<file path="src/rtl/fb_rect_writer.sv">
// Filled-rectangle writer for the double-buffered framebuffer, two pixels per clock.
// Optional back-buffer clear after each swap is enabled by defining FB_WRITER_CLEAR_EN.
module fb_rect_writer #(
  parameter int unsigned H_RES       = 640,
  parameter int unsigned V_RES       = 480,
  parameter logic [3:0]  CLEAR_COLOR = 4'h0
) (
  input  logic        clock,
  input  logic        reset,
  input  logic        vsync,
  input  logic        cmd_valid,
  output logic        cmd_ready,
  input  logic [9:0]  cmd_x,
  input  logic [8:0]  cmd_y,
  input  logic [9:0]  cmd_w,
  input  logic [8:0]  cmd_h,
  input  logic [3:0]  cmd_color,
  output logic [18:0] addr_wr1,
  output logic [18:0] addr_wr2,
  output logic [3:0]  data_wr1,
  output logic [3:0]  data_wr2,
  output logic        wr1_en,
  output logic        wr2_en,
  output logic        busy,
  output logic        frame_overrun
);

  localparam int unsigned AW = 19;
  localparam int unsigned XW = 11;
  localparam int unsigned YW = 10;

`ifdef FB_WRITER_CLEAR_EN
  localparam int unsigned KW = AW - 1;
  localparam logic [KW-1:0] LAST_K = KW'(H_RES * V_RES / 2 - 1);
  typedef enum logic [1:0] {IDLE, DRAW, CLEAR} state_t;
`else
  typedef enum logic [1:0] {IDLE, DRAW} state_t;
`endif

  state_t        state_q, state_d;
  logic          vs_q, fall_q, fall_d;
  logic [XW-1:0] col_q, col_d, x_start_q, x_start_d, x_end_q, x_end_d;
  logic [YW-1:0] row_q, row_d, y_end_q, y_end_d;
  logic [AW-1:0] row_base_q, row_base_d;
  logic [3:0]    color_q, color_d;
  logic          clear_pending_q, clear_pending_d;
`ifdef FB_WRITER_CLEAR_EN
  logic [KW-1:0] clr_k_q, clr_k_d;
`endif

  logic          cmd_ready_d, busy_d, ovr_d, wr1_d, wr2_d;
  logic [AW-1:0] addr1_d, addr2_d;
  logic [3:0]    data1_d, data2_d;

  logic [XW-1:0] sum_x, clip_x;
  logic [YW-1:0] sum_y, clip_y;
  logic          empty_cmd, emit_draw, emit_clear;

  // Clip the incoming rectangle against the screen edges
  always_comb begin
    sum_x     = XW'(cmd_x) + XW'(cmd_w);
    sum_y     = YW'(cmd_y) + YW'(cmd_h);
    clip_x    = (sum_x > XW'(H_RES)) ? XW'(H_RES) : sum_x;
    clip_y    = (sum_y > YW'(V_RES)) ? YW'(V_RES) : sum_y;
    empty_cmd = (cmd_w == 10'd0) || (cmd_h == 9'd0) ||
                (XW'(cmd_x) >= XW'(H_RES)) || (YW'(cmd_y) >= YW'(V_RES));
  end

  // Next-state and next-output logic
  always_comb begin
    state_d         = state_q;
    col_d           = col_q;
    row_d           = row_q;
    row_base_d      = row_base_q;
    x_start_d       = x_start_q;
    x_end_d         = x_end_q;
    y_end_d         = y_end_q;
    color_d         = color_q;
    clear_pending_d = clear_pending_q;
`ifdef FB_WRITER_CLEAR_EN
    clr_k_d         = clr_k_q;
`endif
    fall_d     = vs_q & ~vsync;
    ovr_d      = fall_q & (state_q != IDLE);
    emit_draw  = 1'b0;
    emit_clear = 1'b0;
    addr1_d    = '0;
    addr2_d    = '0;
    data1_d    = '0;
    data2_d    = '0;
    wr1_d      = 1'b0;
    wr2_d      = 1'b0;

    case (state_q)
      IDLE: begin
`ifdef FB_WRITER_CLEAR_EN
        if (fall_q) begin
          state_d    = CLEAR;
          clr_k_d    = '0;
          emit_clear = 1'b1;
        end else
`endif
        if (cmd_valid && cmd_ready && !empty_cmd) begin
          state_d    = DRAW;
          col_d      = XW'(cmd_x);
          row_d      = YW'(cmd_y);
          row_base_d = AW'(cmd_y) * AW'(H_RES);
          x_start_d  = XW'(cmd_x);
          x_end_d    = clip_x;
          y_end_d    = clip_y;
          color_d    = cmd_color;
          emit_draw  = 1'b1;
        end
      end
      DRAW: begin
`ifdef FB_WRITER_CLEAR_EN
        if (fall_q) clear_pending_d = 1'b1;
`endif
        if (col_q + XW'(2) < x_end_q) begin
          col_d     = col_q + XW'(2);
          emit_draw = 1'b1;
        end else if (row_q + YW'(1) != y_end_q) begin
          col_d      = x_start_q;
          row_d      = row_q + YW'(1);
          row_base_d = row_base_q + AW'(H_RES);
          emit_draw  = 1'b1;
        end else begin
          state_d = IDLE;
`ifdef FB_WRITER_CLEAR_EN
          // A swap seen during the draw chains straight into the clear
          if (clear_pending_q || fall_q) begin
            state_d         = CLEAR;
            clr_k_d         = '0;
            clear_pending_d = 1'b0;
            emit_clear      = 1'b1;
          end
`endif
        end
      end
`ifdef FB_WRITER_CLEAR_EN
      CLEAR: begin
        if (fall_q) begin
          clr_k_d    = '0;
          emit_clear = 1'b1;
        end else if (clr_k_q == LAST_K) begin
          state_d = IDLE;
        end else begin
          clr_k_d    = clr_k_q + KW'(1);
          emit_clear = 1'b1;
        end
      end
`endif
      default: state_d = IDLE;
    endcase

    if (emit_draw) begin
      addr1_d = row_base_d + AW'(col_d);
      wr1_d   = 1'b1;
      data1_d = color_d;
      if (col_d + XW'(1) < x_end_d) begin
        addr2_d = addr1_d + AW'(1);
        wr2_d   = 1'b1;
        data2_d = color_d;
      end
    end
`ifdef FB_WRITER_CLEAR_EN
    if (emit_clear) begin
      addr1_d = {clr_k_d, 1'b0};
      addr2_d = {clr_k_d, 1'b1};
      data1_d = CLEAR_COLOR;
      data2_d = CLEAR_COLOR;
      wr1_d   = 1'b1;
      wr2_d   = 1'b1;
    end
`endif
    busy_d      = emit_draw | emit_clear;
    cmd_ready_d = (state_d == IDLE) & ~fall_d & ~clear_pending_d;
  end

  // State, datapath and registered outputs
  always_ff @(posedge clock) begin
    if (!reset) begin
      state_q         <= IDLE;
      vs_q            <= 1'b0;
      fall_q          <= 1'b0;
      col_q           <= '0;
      row_q           <= '0;
      row_base_q      <= '0;
      x_start_q       <= '0;
      x_end_q         <= '0;
      y_end_q         <= '0;
      color_q         <= '0;
      clear_pending_q <= 1'b0;
`ifdef FB_WRITER_CLEAR_EN
      clr_k_q         <= '0;
`endif
      cmd_ready       <= 1'b0;
      busy            <= 1'b0;
      frame_overrun   <= 1'b0;
      addr_wr1        <= '0;
      addr_wr2        <= '0;
      data_wr1        <= '0;
      data_wr2        <= '0;
      wr1_en          <= 1'b0;
      wr2_en          <= 1'b0;
    end else begin
      state_q         <= state_d;
      vs_q            <= vsync;
      fall_q          <= fall_d;
      col_q           <= col_d;
      row_q           <= row_d;
      row_base_q      <= row_base_d;
      x_start_q       <= x_start_d;
      x_end_q         <= x_end_d;
      y_end_q         <= y_end_d;
      color_q         <= color_d;
      clear_pending_q <= clear_pending_d;
`ifdef FB_WRITER_CLEAR_EN
      clr_k_q         <= clr_k_d;
`endif
      cmd_ready       <= cmd_ready_d;
      busy            <= busy_d;
      frame_overrun   <= ovr_d;
      addr_wr1        <= addr1_d;
      addr_wr2        <= addr2_d;
      data_wr1        <= data1_d;
      data_wr2        <= data2_d;
      wr1_en          <= wr1_d;
      wr2_en          <= wr2_d;
    end
  end

endmodule

</file>
<file path="config.mk">
export PLATFORM = sky130hd
export DESIGN_NAME = fb_rect_writer
export DESIGN_NICKNAME = d
export VERILOG_FILES = /design/src/rtl/fb_rect_writer.sv
export SDC_FILE = /design/constraint.sdc
export NUM_CORES = 1
export LEC_CHECK = 0
export ABC_CLOCK_PERIOD_IN_PS = 8160
export BUFFER_PORTS_ARGS = -buffer_cell sky130_fd_sc_hd__buf_2
export CAP_MARGIN = 10
export CORE_MARGIN = 2
export CORE_UTILIZATION = 25
export CTS_CLUSTER_DIAMETER = 150
export DETAILED_ROUTE_END_ITERATION = 10
export SKIP_LAST_GASP = 1
export SYNTH_ARGS = -nofsm -noshare
export SYNTH_HDL_FRONTEND = slang
export SYNTH_SLANG_ARGS = --single-unit
</file>
<file path="constraint.sdc">
create_clock -name clock -period 8.16 [get_ports clock]
set_input_delay 0.816 -clock clock [delete_from_list [all_inputs] [get_ports clock]]
set_output_delay 0.816 -clock clock [all_outputs]
set_load 0.005 [all_outputs]
</file>
After elaboration in Yosys (flattened, before gate mapping) --
Cells that the tools add are included.
Cells by class: equal/unequal tests 5, $mul 1, mux-type cells 28, bitwise gates (word level) 5, magnitude comparators 6, reductions and logical operators 16, $add $sub $neg 8
Operators with widths (count):
- $mux 11 | 6
- $mux 19 | 3
- $mux 10 | 4
- $pmux 19 s2 | 1
- $lt 11x11->1 | 2
- $pmux 11 s2 | 1
- $pmux 10 s2 | 1
- $add 19x1->19 const B | 1
- $add 19x10->19 const B | 1
- $add 19x11->19 | 1
- $mul 9x3->12 const B | 1
- $add 10x10->11 | 1
- $add 11x1->11 const B | 1
- $add 11x2->11 const B | 1
- $gt 11x10->1 const B | 1
- $add 10x1->10 const B | 1
- $add 9x9->10 | 1
- $ge 10x10->1 const B | 1
- $gt 10x9->1 const B | 1
- $logic_not 10->1 | 1
- $ne 10x10->1 | 1
- $ge 9x9->1 const B | 1
- $logic_not 9->1 | 1
- $mux 4 | 2
- 16 further kinds | 33
Storage, ports and cells: output and inout bits 51, register bits 130, bits of input ports 46, word-level logic and storage cells 88

Logic depth before layout (Yosys ltp) --
Gate-level depths: netlist of the first run.
word-level depth 11, gate-level depth with buffers 30, gate-level depth less buffers 28

Least setup slack after synthesis of the first run --
OpenSTA, ideal clock, no wires.
path kind register to register, from register col_q[3], to register addr_wr2[18], data required time 8.101 ns, buffers on the path 1, arrival time 6.463 ns, slack 1.638 ns, setup time 0.059 ns, period minus slack after synthesis 6.522 ns, cell stages (with the launch flop) 30, cells stage by stage dfxtp_1 clkbuf_1 and3_1 and3_1 nand3_1 xnor2_1 ha_1 a2111oi_0 o21ai_0 a21oi_1 o31a_1 nor2_1 nand2_1 a21oi_1 mux2_2 a311oi_1 inv_1 ha_1 a21o_1 a21oi_1 o21bai_1 a21oi_1 xor2_1 or4_1 or3_1 nor3_1 nor3b_2 nand3_1 or4_1 nand2_1
Between the ends: word-level cells in the longest chain between the ends 7, elaborated cells on any way between the ends 15, classes of those cells add/sub: 4; order compare: 2; mux: 8; reduce/logical: 1
RTL lines:
- from (decl) | line 42 | logic [XW-1:0] col_q, col_d, x_start_q, x_start_d, x_end_q, x_end_d;
- from (signal assigned) | line 210 | col_q <= col_d;
- $add 11x2->11 * | line 119 | if (col_q + XW'(2) < x_end_q) begin
- $lt 11x11->1 * | line 119
- $mux 11 * | line 119
- $pmux 11 s2 * | line 94 | case (state_q)
- via col_d[1] | line 42
- branches (longest 3 deep; another with $add 19x11->19)
- to (signal assigned) | line 225 | addr_wr2 <= addr2_d;
- to (decl) | line 19 | output logic [18:0] addr_wr2,
Mark *: on every way through the listed nets, which the timed path passes. A chain may end at the register's enable or synchronous reset.

Worst setup path in the final report of the first run --
Ends and elaborated chain as after synthesis.

==> qor.log, run 1 <==
INFO  global_route   antenna_found_initial=0
INFO  logic_synthesis mappedNetlistArea=8123squm
INFO  power_and_ir_drop power.density_cell_area=185.9nW/um^2
INFO  job            drv_cap=0
INFO  logic_synthesis avgSynthCellArea=8.115squm
INFO  placed_design  finalWeightedCongestion=0.9112
INFO  floorplanning  die_w=184.3microns
INFO  floorplanning  initial_utilization=0.2516
INFO  status         outcome=finished clean
INFO  sta            period_needed=7487ps
INFO  sta            timing_worst_slew_pin_value=1025ps
INFO  clock_tree     htree_num_levels=4
INFO  sta            setup_tns_final=0ps
INFO  critical_path  crit_required=8530ps
INFO  clock_tree     max-clock-path-buffers=2
INFO  critical_path  crit_fanout=14
INFO  cells_and_area syn_to_final_growth=19.75%
INFO  clock_tree     clock-sinks=129
INFO  critical_path  cp_num_buf_inv=1
INFO  floorplanning  die_h=184.3microns
INFO  critical_path  slowest_stage=sky130_fd_sc_hd__or4_1
INFO  global_route   grt_first_pass_wirelength=37,910microns
INFO  global_route   overflow_after_grt=0
INFO  cells_and_area number_of_nets_in_the_layout=1,206
INFO  sta            timing_hold_violations_final=0
INFO  global_route   global_route.usage.total=0.1426
INFO  global_route   grt_start_max_net_pins=54
INFO  routing        detail_route.wl_per_cell=15.44microns
INFO  critical_path  timing.critical_path.slowest_cell_delay=600ps
INFO  routing        drtAntennaViolNets=0
INFO  floorplanning  design.die.area=33,950squm
INFO  clock_tree     post_cts_setup_buffers=0
INFO  logic_synthesis yosysSeqAreaShare=0.3179
INFO  logic_synthesis synth_cells=1,001
INFO  cells_and_area final_layout_size_suffix_gt1_frac=0.1536
INFO  routing        vias_per_cell=4.784
INFO  clock_tree     root_buffer=sky130_fd_sc_hd__clkbuf_16
INFO  placed_design  place_hpwl=17,960microns
INFO  critical_path  critical_path.most_common_cell=sky130_fd_sc_hd__a21oi_1
INFO  sta            post_route_fraction_of_the_period_consumed_by_the_critical_path=0.9176
INFO  global_route   first_global_vias=7,114
INFO  routing        drc_violation_count_after_routing=0
INFO  cells_and_area diodes=0
INFO  sta            worst_setup_skew_after_layout=12.16ps
INFO  clock_tree     clk_pin_slew_worst_paths=70ps
INFO  clock_tree     post_cts_hold_buffer_count=0
INFO  cells_and_area filler_cell_count=3,444
INFO  routing        dr.first_iter.drc_count=526
INFO  routing        detail_route.first_pass.iterations=5
INFO  critical_path  critPathTopFamily=simple AND/OR/NAND/NOR gates
INFO  sta            setup_viol=0
INFO  min_path       hold-path-cell-count=2
INFO  sta            grt_setup_unrepaired=no
INFO  logic_synthesis synth.top_cell.area_share=0.3179
INFO  critical_path  number_of_cell_instances_on_the_worst_register_to_register_path=28
INFO  routing        route.vias.total=7,377
INFO  floorplanning  std_cell_rows=66
INFO  placed_design  placed_cells_incl_taps=1,510
INFO  logic_synthesis share_of_synthesized_registers_carrying_an_async_set_or_reset=0
INFO  logic_synthesis synth_top_flop_cell=sky130_fd_sc_hd__dfxtp_1
INFO  placed_design  post_dp_cell_area=9089squm
INFO  clock_tree     tritoncts.num_buffers=17
INFO  sta            maxSlewViolCount=0
INFO  logic_synthesis yosysUniqueCellTypes=76
INFO  clock_tree     post_cts_resized=0
INFO  clock_tree     cts_tree=yes
INFO  sta            max_freq=0.1336GHz
INFO  logic_synthesis synth_largest_area_cell=sky130_fd_sc_hd__dfxtp_1
INFO  power_and_ir_drop p_leak=4.122nW
INFO  logic_synthesis ys_seq_elements=129
INFO  logic_synthesis synth_enable_flop_cells=0
INFO  logic_synthesis postSynthNetCount=1,120
INFO  critical_path  critical_path_cell_count=28
INFO  min_path       holdCritPathClass=reg -> reg
INFO  critical_path  setup.worst_path.start_class=flip-flop
INFO  placed_design  placement.io_buffers=96
INFO  power_and_ir_drop totalPowerFinal=1.808mW
INFO  critical_path  critPathArrivalTime=7860ps
INFO  routing        detail_route.wirelength=23,810microns
INFO  critical_path  worstSetupPathType=reg -> reg
INFO  logic_synthesis yosys-top-cells-area=sky130_fd_sc_hd__dfxtp_1 32%, sky130_fd_sc_hd__ha_1 11%, sky130_fd_sc_hd__nor2_1 6.6%
INFO  cells_and_area stdcell_count=1,542
INFO  power_and_ir_drop worst_ir_drop_vdd=141.5uV
INFO  floorplanning  core_area=32,290squm
INFO  logic_synthesis ys_warn_count=0
INFO  clock_tree     clkLatencyLatePin=430ps
INFO  sta            slew_headroom=0.3139
INFO  critical_path  critPathCaptureType=flip-flop
INFO  floorplanning  design.portCount=97
INFO  cells_and_area final_area=9727squm
[worst paths after layout]
kind                                 endpoint     start  slack (ps)
worst min-delay path            frame_overrun    fall_q         450
worst max register to register   addr_wr2[18]  col_q[3]         670
worst max-delay path             addr_wr2[18]  col_q[3]         670
worst min register to register  frame_overrun    fall_q         450
[sequential cells by signal, indices dropped and copies added, names as in the netlist, 2 cells and up]
signal and count:
x_end_q 11, data_wr2 4, addr_wr2 19, y_end_q 10, row_q 10, data_wr1 4
color_q 4, col_q 11, row_base_q 19, x_start_q 10, addr_wr1 19, state_q 2
[per-stage QoR]
step                      hold WS [ps]  utilization  setup slack, ps
final                            454.5       0.3012            672.6
after global routing             475.9       0.3012            78.40
after CTS                        462.9       0.3011            579.8
after detailed placement         454.4       0.2815            641.7
after global placement           444.7       0.2815            977.2
after floorplan                  406.8            -             1638
[area by class of cell]
| class | count | area (sq um) | share of cell area |
|---|---|---|---|
| inverter | 53 | 198.9 | 0.02045 |
| clock buffer | 18 | 439.2 | 0.04515 |
| clock inverter | 14 | 192.7 | 0.01981 |
| tap | 442 | 553.0 | 0.05686 |
| multi-input combinational | 775 | 5167 | 0.5313 |
| sequential | 129 | 2582 | 0.2655 |
| timing repair buffer | 111 | 593.1 | 0.06097 |
[synthesized netlist by cell type, drive strengths merged, types with 3 or more instances]
library cell  number
nor2             143
dfxtp            129
nand2             73
ha                69
a21oi             59
xnor2             53
inv               52
o21ai             44
clkbuf            36
nand3             32
a22oi             27
and2              26
nor3              26
xor2              26
a21o              18
nor2b             15
mux2i             12
and3              10
nor4              10
nand4              9
o22ai              9
buf                8
nand2b             8
a31oi              7
o21bai             6
or2                6
or3                6
nor3b              5
o311a              5
a221oi             4
fa                 4
mux2               4
o221a              4
o41ai              4
a22o               3
a311oi             3
nand3b             3
o22a               3
o31a               3
o31ai              3
or4                3
[logic make-up after synthesis]
| logic type | Yosys count | share of synthesized area |
|---|---|---|
| xor gates and xnor gates | 79 | 0.08518 |
| other | 1 | 0.0004617 |
| DFF | 129 | 0.3179 |
| and+or+nand+nor | 382 | 0.2280 |
| adders and majority gates | 73 | 0.1161 |
| muxes | 16 | 0.02033 |
| AOI/OAI and AO/OA | 224 | 0.1845 |
| buffers and inverters | 97 | 0.04744 |
[worst min-delay path, cell delays in order (launching register included)]
cell and delay (ps):
sky130_fd_sc_hd__dfxtp_1 300, sky130_fd_sc_hd__nand2_1 70, sky130_fd_sc_hd__a21oi_1 50
[cell usage in the layout, fill, tap and decap left out, types with 4 or more instances in the layout]
cell type / synthesis / routed
sky130_fd_sc_hd__nor2_1: 143 / 142
sky130_fd_sc_hd__dfxtp_1: 129 / 129
sky130_fd_sc_hd__buf_2: 2 / 96
sky130_fd_sc_hd__nand2_1: 73 / 73
sky130_fd_sc_hd__ha_1: 69 / 69
sky130_fd_sc_hd__a21oi_1: 59 / 59
sky130_fd_sc_hd__xnor2_1: 53 / 53
sky130_fd_sc_hd__inv_1: 51 / 51
sky130_fd_sc_hd__o21ai_0: 43 / 43
sky130_fd_sc_hd__nand3_1: 32 / 32
sky130_fd_sc_hd__a22oi_1: 27 / 27
sky130_fd_sc_hd__xor2_1: 26 / 26
sky130_fd_sc_hd__and2_1: 26 / 26
sky130_fd_sc_hd__nor3_1: 24 / 24
sky130_fd_sc_hd__a21o_1: 18 / 18
sky130_fd_sc_hd__clkbuf_16: 0 / 17
sky130_fd_sc_hd__nor2b_1: 15 / 15
sky130_fd_sc_hd__buf_4: 1 / 15
sky130_fd_sc_hd__mux2i_1: 12 / 12
sky130_fd_sc_hd__and3_1: 10 / 10
sky130_fd_sc_hd__nor4_1: 9 / 9
sky130_fd_sc_hd__o22ai_1: 9 / 9
sky130_fd_sc_hd__nand4_1: 8 / 8
sky130_fd_sc_hd__nand2b_1: 8 / 8
sky130_fd_sc_hd__a31oi_1: 7 / 7
sky130_fd_sc_hd__o21bai_1: 6 / 6
sky130_fd_sc_hd__o311a_1: 5 / 5
sky130_fd_sc_hd__or3_1: 5 / 5
sky130_fd_sc_hd__mux2_2: 4 / 4
sky130_fd_sc_hd__a221oi_1: 4 / 4
sky130_fd_sc_hd__or2_2: 4 / 4
sky130_fd_sc_hd__o221a_2: 4 / 4
sky130_fd_sc_hd__fa_1: 4 / 4
sky130_fd_sc_hd__inv_6: 0 / 4
[layer usage]
layer / vias to the layer above / GRT usage / wire length, microns
li1: 3694 / - / -
met1: 3446 / 0.1823 / 10910
met2: 201 / 0.2435 / 11410
met3: 36 / 0.01956 / 947
met4: 0 / 0.05408 / 544
met5: - / 0 / 0
[power by group]
| group | internal, mW | total [mW] | leakage, nW | switching, mW |
|---|---|---|---|---|
| clock network | 0.500 | 0.823 | 0.308 | 0.322 |
| logic | 0.126 | 0.327 | 2.77 | 0.201 |
| registers | 0.644 | 0.658 | 1.04 | 0.0146 |
(Power assumes the default switching activity.)
==> run 2: changes to the inputs <==
--- a/config.mk
+++ b/config.mk
@@ -12,6 +12,7 @@
 export CORE_UTILIZATION = 25
 export CTS_CLUSTER_DIAMETER = 150
 export DETAILED_ROUTE_END_ITERATION = 10
+export PLACE_DENSITY = 0.47
 export SKIP_LAST_GASP = 1
 export SYNTH_ARGS = -nofsm -noshare
 export SYNTH_HDL_FRONTEND = slang
==> run 2 against run 1 <==
Clock-buffer cell count shrank 1; setup slack gained 34 ps; critical endpoint unchanged; non-clock buffer count is the same; sequential power is essentially flat; largest power group unchanged; final cell count is the same.
==> qor.log, run 2 (synthesis results as in run 1) <==
INFO  clock_tree     tritoncts.num_buffers=17 [unchanged]
INFO  critical_path  cp_num_buf_inv=1 [unchanged]
INFO  critical_path  critical_path.reg2reg.endpoint=addr_wr2[18] [unchanged]
INFO  job            drv_cap=0 [unchanged]
INFO  routing        drtAntennaViolNets=0 [unchanged]
INFO  global_route   first_global_vias=7,040 [was 7,114]
INFO  global_route   grt_start_max_net_pins=44 [was 54]
INFO  min_path       holdCritPathClass=reg -> reg [unchanged]
INFO  sta            grt_setup_unrepaired=no [unchanged]
INFO  critical_path  regToRegStartpoint=col_q[3] [unchanged]
INFO  floorplanning  die_h=184.3microns [unchanged]
INFO  routing        vias_per_cell=4.780 [was 4.784]
INFO  critical_path  critical_path.most_common_cell=sky130_fd_sc_hd__a21oi_1 [unchanged]
INFO  cells_and_area syn_to_final_growth=19.39% [was 19.75%]
INFO  sta            maxSlewViolCount=0 [unchanged]
INFO  cells_and_area layout_common_cells=142 x sky130_fd_sc_hd__nor2_1, 129 x sky130_fd_sc_hd__dfxtp_1, 96 x sky130_fd_sc_hd__buf_2, 73 x sky130_fd_sc_hd__nand2_1, 69 x sky130_fd_sc_hd__ha_1 [unchanged]
INFO  clock_tree     clkLatencyLatePin=430ps [about the same]
INFO  cells_and_area final_layout_size_suffix_gt1_frac=0.1536 [unchanged]
INFO  floorplanning  design.portCount=97 [unchanged]
INFO  sta            slew_headroom=0.3083 [was 0.3139]
INFO  routing        dr.first_iter.drc_count=429 [was 526]
INFO  cells_and_area multi_input_gate_area=5176squm [was 5167 sq um]
INFO  floorplanning  core_area=32,290squm [unchanged]
INFO  sta            setup_tns_final=0ps [unchanged]
INFO  clock_tree     cts_tree=yes [unchanged]
INFO  critical_path  slowest_stage=sky130_fd_sc_hd__or4_1 [unchanged]
INFO  critical_path  timing.critical_path.from=col_q[3] [unchanged]
INFO  critical_path  number_of_cell_instances_on_the_worst_register_to_register_path=28 [unchanged]
INFO  power_and_ir_drop worst_ir_drop_vdd=105.5uV [was 141.5 uV]
INFO  sta            setup_viol=0 [unchanged]
INFO  floorplanning  initial_utilization=0.2516 [unchanged]
INFO  global_route   grt_first_pass_wirelength=39,340microns [was 37,910 microns]
INFO  critical_path  critPathCaptureType=flip-flop [unchanged]
INFO  sta            timing_hold_violations_final=0 [unchanged]
INFO  global_route   overflow_after_grt=0 [unchanged]
INFO  critical_path  crit_fanout=14 [unchanged]
INFO  critical_path  worst_setup_path_end=addr_wr2[18] [unchanged]
INFO  floorplanning  std_cell_rows=66 [unchanged]
INFO  placed_design  placement.io_buffers=96 [unchanged]
INFO  sta            timing_worst_slew_pin_value=1034ps [was 1025 ps]
INFO  critical_path  critPathArrivalTime=7820ps [was 7860 ps]
INFO  critical_path  critPathTopFamily=simple AND/OR/NAND/NOR gates [unchanged]
INFO  placed_design  place_hpwl=18,890microns [was 17,960 microns]
INFO  floorplanning  design.die.area=33,950squm [unchanged]
INFO  cells_and_area number_of_nets_in_the_layout=1,206 [unchanged]
INFO  routing        route.vias.total=7,371 [was 7,377]
INFO  floorplanning  die_w=184.3microns [unchanged]
INFO  routing        detail_route.wirelength=24,900microns [was 23,810 microns]
INFO  status         outcome=finished clean [unchanged]
INFO  sta            worst_setup_skew_after_layout=14.17ps [was 12.16 ps]
INFO  routing        detail_route.wl_per_cell=16.15microns [was 15.44 microns]
INFO  cells_and_area diodes=0 [unchanged]
INFO  placed_design  post_dp_cell_area=9097squm [was 9089 sq um]
INFO  placed_design  finalWeightedCongestion=0.8638 [was 0.9112]
INFO  clock_tree     post_cts_setup_buffers=0 [unchanged]
INFO  global_route   global_route.usage.total=0.1493 [was 0.1426]
INFO  critical_path  worstSetupPathType=reg -> reg [unchanged]
INFO  cells_and_area biggestRegsByFlops=addr_wr1 x19, addr_wr2 x19, row_base_q x19 [unchanged]
INFO  critical_path  timing.critical_path.slowest_cell_delay=590ps [was 600 ps]
INFO  clock_tree     root_buffer=sky130_fd_sc_hd__clkbuf_16 [unchanged]
INFO  clock_tree     clk_pin_slew_worst_paths=70ps [about the same]
INFO  critical_path  register_to_register_setup_slack=710ps [was 670 ps]
INFO  clock_tree     htree_num_levels=4 [unchanged]
INFO  cells_and_area final_common_cell=sky130_fd_sc_hd__nor2_1 [unchanged]
INFO  power_and_ir_drop p_leak=4.097nW [was 4.122 nW]
INFO  critical_path  setup.worst_path.start_class=flip-flop [unchanged]
INFO  cells_and_area filler_cell_count=3,525 [was 3,444]
INFO  cells_and_area postLayoutCoreUtil=0.3004 [was 0.3012]
INFO  power_and_ir_drop power.density_cell_area=181.6nW/um^2 [was 185.9 nW/um^2]
INFO  critical_path  crit_required=8530ps [about the same]
INFO  power_and_ir_drop totalPowerFinal=1.762mW [was 1.808 mW]
INFO  critical_path  critical_path_cell_count=28 [unchanged]
INFO  sta            period_needed=7454ps [was 7487 ps]
INFO  sta            max_freq=0.1342GHz [was 0.1336 GHz]
INFO  clock_tree     clock-sinks=129 [unchanged]
INFO  clock_tree     max-clock-path-buffers=2 [unchanged]
INFO  global_route   antenna_found_initial=0 [unchanged]
INFO  routing        detail_route.first_pass.iterations=5 [unchanged]
INFO  routing        drc_violation_count_after_routing=0 [unchanged]
INFO  cells_and_area final_area=9698squm [was 9727 sq um]
INFO  sta            post_route_fraction_of_the_period_consumed_by_the_critical_path=0.9135 [was 0.9176]
INFO  cells_and_area area.sequential=2582squm [unchanged]
## run 2: cell count changes in the layout (fill, tap and decap cells not counted)
| cell | previous run | this run |
|---|---|---|
| sky130_fd_sc_hd__clkbuf_8 | 1 | 0 |
| sky130_fd_sc_hd__clkinv_4 | 3 | 1 |
| sky130_fd_sc_hd__clkinvlp_4 | 1 | 3 |
| sky130_fd_sc_hd__inv_8 | 3 | 5 |
| sky130_fd_sc_hd__bufinv_16 | 3 | 1 |
| sky130_fd_sc_hd__clkinv_8 | 0 | 1 |
| sky130_fd_sc_hd__nor4_4 | 0 | 1 |
| sky130_fd_sc_hd__nor4_2 | 1 | 0 |
## run 2: worst min-delay path, stage by stage, from the launching register on
cell and delay [ps]:
sky130_fd_sc_hd__dfxtp_1 300, sky130_fd_sc_hd__nand2_1 60, sky130_fd_sc_hd__a21oi_1 50
## run 2: worst min path at each step
stage	start	endpoint	slack, ps	depth (start not counted)
final	fall_q	frame_overrun	450	2
after detailed placement	fall_q	frame_overrun	450	2
after global routing	fall_q	frame_overrun	470	2
after CTS	fall_q	frame_overrun	460	2
after floorplan	fall_q	frame_overrun	410	2
after global placement	x_start_q[6]	x_start_q[6]	450	2
## run 2: final cells by class
class | count | area share
multi-input cells | 775 | 0.5337
flip-flops and latches | 129 | 0.2663
repair buffers | 111 | 0.06115
well taps | 442 | 0.05702
clock buffers | 17 | 0.04387
inverters | 53 | 0.02051
clock inverters | 15 | 0.01742
## run 2: report_power, final
part,internal [mW],switching [mW]
registers,0.643,0.0147
clock network,0.436,0.340
logic,0.126,0.202
total,1.21,0.556
## run 2: stage by stage
stage	cells	hold slack (ps)	setup slack [ps]
after floorplan	1001	406.8	1638
after global placement	1510	450.4	888.8
after detailed placement	1510	446.5	611.6
after CTS	1542	455.8	572.6
after global routing	1542	470.5	170.0
final	1542	453.9	706.2
## run 2: routing by layer
| metal | wire length (microns) | track usage |
|---|---|---|
| met2 | 11550 | 0.2463 |
| met3 | 989 | 0.02470 |
| met5 | 0 | 0 |
| met4 | 463 | 0.04032 |
| met1 | 11900 | 0.2011 |
## run 2: what timing repair did
item | 4_1_cts | 5_1_grt
hold buffers | 0 | 0
gates resized for setup | 0 | 1
hold endpoints to repair | 0 | 0
endpoints found under the setup margin | 0 | 1
==> run 3: changes to the inputs <==
--- a/config.mk
+++ b/config.mk
@@ -5,7 +5,7 @@
 export SDC_FILE = /design/constraint.sdc
 export NUM_CORES = 1
 export LEC_CHECK = 0
-export ABC_CLOCK_PERIOD_IN_PS = 8160
+export ABC_CLOCK_PERIOD_IN_PS = 8340
 export BUFFER_PORTS_ARGS = -buffer_cell sky130_fd_sc_hd__buf_2
 export CAP_MARGIN = 10
 export CORE_MARGIN = 2
==> constraint.sdc (replaced) <==
create_clock -name clock -period 8.34 [get_ports clock]
set_input_delay 0.834 -clock clock [delete_from_list [all_inputs] [get_ports clock]]
set_output_delay 0.834 -clock clock [all_outputs]
set_load 0.005 [all_outputs]
==> run 3 against run 2 <==
Sequential power shrank 2%; first-iteration DRC count is 7.9% higher; register-to-register slack improved by 140 ps; routed wire length decreased by 0.49%; global-route usage rose by 0.15 points; clock power rose by 11%.
==> qor.log, run 3 (synthesis results as in run 1) <==
INFO  status         outcome=finished clean [unchanged]
INFO  sta            timing_worst_slew_pin_value=1074ps [was 1034 ps]
INFO  cells_and_area syn_to_final_growth=20.36% [was 19.39%]
INFO  min_path       timing.hold.worst_endpoint=frame_overrun [unchanged]
INFO  min_path       hold-path-cell-count=2 [unchanged]
INFO  power_and_ir_drop worst_ir_drop_vdd=138.5uV [was 105.5 uV]
INFO  global_route   grt_start_max_net_pins=42 [was 44]
INFO  cells_and_area number_of_nets_in_the_layout=1,207 [was 1,206]
INFO  cells_and_area final_layout_size_suffix_gt1_frac=0.1535 [was 0.1536]
INFO  placed_design  placement.io_buffers=96 [unchanged]
INFO  sta            post_route_fraction_of_the_period_consumed_by_the_critical_path=0.8991 [was 0.9135]
INFO  critical_path  number_of_cell_instances_on_the_worst_register_to_register_path=26 [was 28]
INFO  clock_tree     htree_num_levels=4 [unchanged]
INFO  routing        vias_per_cell=4.753 [was 4.780]
INFO  power_and_ir_drop p_leak=4.149nW [was 4.097 nW]
INFO  floorplanning  design.portCount=97 [unchanged]
INFO  global_route   grt_first_pass_wirelength=39,740microns [was 39,340 microns]
INFO  sta            period_needed=7499ps [was 7454 ps]
INFO  cells_and_area postLayoutCoreUtil=0.3028 [was 0.3004]
INFO  critical_path  crit_fanout=15 [was 14]
INFO  global_route   global_route.usage.total=0.1508 [was 0.1493]
INFO  sta            grt_setup_unrepaired=no [unchanged]
INFO  routing        detail_route.wirelength=24,780microns [was 24,900 microns]
INFO  routing        drc_violation_count_after_routing=0 [unchanged]
INFO  clock_tree     post_cts_hold_buffer_count=0 [unchanged]
INFO  floorplanning  die_h=184.3microns [unchanged]
INFO  clock_tree     post_cts_resized=0 [unchanged]
INFO  routing        dr.first_iter.drc_count=463 [was 429]
INFO  clock_tree     clkLatencyLatePin=420ps [was 430 ps]
INFO  floorplanning  initial_utilization=0.2516 [unchanged]
INFO  clock_tree     cts_tree=yes [unchanged]
INFO  floorplanning  std_cell_rows=66 [unchanged]
INFO  cells_and_area final_area=9777squm [was 9698 sq um]
INFO  floorplanning  design.die.area=33,950squm [unchanged]
INFO  sta            max_freq=0.1334GHz [was 0.1342 GHz]
INFO  clock_tree     clock-sinks=129 [unchanged]
INFO  global_route   overflow_after_grt=0 [unchanged]
INFO  power_and_ir_drop power.density_cell_area=186.7nW/um^2 [was 181.6 nW/um^2]
INFO  cells_and_area biggestRegsByFlops=addr_wr1 x19, addr_wr2 x19, row_base_q x19 [unchanged]
INFO  sta            setup_tns_final=0ps [unchanged]
INFO  sta            maxSlewViolCount=0 [unchanged]
INFO  min_path       holdCritPathClass=reg -> reg [unchanged]
INFO  routing        detail_route.wl_per_cell=16.06microns [was 16.15 microns]
INFO  clock_tree     clk_pin_slew_worst_paths=70ps [about the same]
INFO  critical_path  regToRegStartpoint=col_q[3] [unchanged]
INFO  critical_path  critPathArrivalTime=7870ps [was 7820 ps]
INFO  clock_tree     root_buffer=sky130_fd_sc_hd__clkbuf_16 [unchanged]
INFO  cells_and_area final_common_cell=sky130_fd_sc_hd__nor2_1 [unchanged]
INFO  placed_design  place_hpwl=18,800microns [was 18,890 microns]
INFO  placed_design  detailedPlace.worstSlack=949.2ps [was 611.6 ps]
INFO  cells_and_area layout_common_cells=142 x sky130_fd_sc_hd__nor2_1, 129 x sky130_fd_sc_hd__dfxtp_1, 96 x sky130_fd_sc_hd__buf_2, 73 x sky130_fd_sc_hd__nand2_1, 69 x sky130_fd_sc_hd__ha_1 [unchanged]
INFO  job            drv_cap=0 [unchanged]
INFO  global_route   antenna_found_initial=0 [unchanged]
INFO  floorplanning  core_area=32,290squm [unchanged]
INFO  critical_path  critPathCaptureType=flip-flop [unchanged]
INFO  clock_tree     tritoncts.num_buffers=17 [unchanged]
INFO  sta            setup_viol=0 [unchanged]
INFO  critical_path  worstSetupPathType=reg -> reg [unchanged]
INFO  global_route   first_global_vias=7,237 [was 7,040]
INFO  cells_and_area multi_input_gate_area=5170squm [was 5176 sq um]
INFO  routing        drtAntennaViolNets=0 [unchanged]
INFO  clock_tree     post_cts_setup_buffers=0 [unchanged]
INFO  critical_path  critical_path.reg2reg.endpoint=addr_wr2[18] [unchanged]
INFO  clock_tree     max-clock-path-buffers=2 [unchanged]
INFO  critical_path  setup.worst_path.start_class=flip-flop [unchanged]
INFO  critical_path  crit_required=8710ps [was 8530 ps]
INFO  cells_and_area filler_cell_count=3,496 [was 3,525]
INFO  placed_design  finalWeightedCongestion=0.8880 [was 0.8638]
INFO  cells_and_area diodes=0 [unchanged]
INFO  sta            timing_hold_violations_final=0 [unchanged]
INFO  routing        route.vias.total=7,334 [was 7,371]
INFO  sta            slew_headroom=0.2816 [was 0.3083]
INFO  sta            holdWs=461.6ps [was 453.9 ps]
INFO  sta            post_layout_worst_setup_margin=841.4ps [was 706.2 ps]
INFO  min_path       hp-start=fall_q [unchanged]
INFO  critical_path  register_to_register_setup_slack=840ps [was 710 ps]
INFO  floorplanning  die_w=184.3microns [unchanged]
INFO  cells_and_area area.sequential=2582squm [unchanged]
INFO  routing        detail_route.first_pass.iterations=5 [unchanged]
INFO  sta            worst_setup_skew_after_layout=11.40ps [was 14.17 ps]
INFO  placed_design  post_dp_cell_area=9105squm [was 9097 sq um]
## run 3: worst max-delay path by stage
stage                     cells past startpoint     start  slack [ps]      endpoint
after global routing                         26  col_q[3]          90  addr_wr2[18]
after global placement                       27  col_q[3]        1170  addr_wr2[18]
after floorplan                              29  col_q[3]        1820  addr_wr2[18]
after detailed placement                     27  col_q[3]         950  addr_wr2[18]
final                                        26  col_q[3]         840  addr_wr2[18]
after CTS                                    26  col_q[3]         870  addr_wr2[18]
## run 3: metrics by stage
| stage | total power [mW] | std cells |
|---|---|---|
| CTS | 1.847 | 1543 |
| floorplan | 0.8797 | 1001 |
| global placement | 0.9742 | 1511 |
| global route | 1.909 | 1543 |
| detailed placement | 0.9753 | 1511 |
| finish | 1.825 | 1543 |
## run 3: power by group
group	leakage [nW]	switching, mW	internal (mW)
Clock	0.332	0.321	0.543
Combinational	2.77	0.196	0.122
Sequential	1.04	0.0142	0.630
## run 3: worst max-delay path: stages (launching register included)
cell                        delay (ps)
sky130_fd_sc_hd__dfxtp_1           450
sky130_fd_sc_hd__and3_1            230
sky130_fd_sc_hd__and3_1            210
sky130_fd_sc_hd__nand3_1           100
sky130_fd_sc_hd__xnor2_1           210
sky130_fd_sc_hd__ha_1              280
sky130_fd_sc_hd__a2111oi_0         420
sky130_fd_sc_hd__o21ai_0           140
sky130_fd_sc_hd__a21oi_1           130
sky130_fd_sc_hd__o31a_1            250
sky130_fd_sc_hd__or2_0             710
sky130_fd_sc_hd__o21ai_0           200
sky130_fd_sc_hd__a221oi_1          660
sky130_fd_sc_hd__inv_1             110
sky130_fd_sc_hd__ha_1              410
sky130_fd_sc_hd__a21o_1            220
sky130_fd_sc_hd__a21oi_1           180
sky130_fd_sc_hd__o21ai_0           160
sky130_fd_sc_hd__nand2_1           110
sky130_fd_sc_hd__a21oi_1           100
sky130_fd_sc_hd__a311oi_1          590
sky130_fd_sc_hd__o21bai_1          290
sky130_fd_sc_hd__nor4_1            130
sky130_fd_sc_hd__xnor2_1           340
sky130_fd_sc_hd__o2111ai_1         220
sky130_fd_sc_hd__or4_1             510
sky130_fd_sc_hd__nand2_1            80
## run 3: metal layers
layer | wire (microns) | vias to the layer above | part of all wire | track usage
li1 | - | 3702 | - | -
met1 | 11700 | 3452 | 0.47 | 0.1962
met2 | 11670 | 147 | 0.47 | 0.2558
met3 | 836 | 33 | 0.034 | 0.01996
met4 | 573 | 0 | 0.023 | 0.05248
met5 | 0 | - | 0 | 0
## run 3: final cells by class
class | instances | share of cell area
Multi-Input combinational cell | 775 | 0.5288
Sequential cell | 129 | 0.2641
Timing Repair Buffer | 112 | 0.06143
Tap cell | 442 | 0.05657
Clock buffer | 17 | 0.04351
Clock inverter | 15 | 0.02521
Inverter | 53 | 0.02035
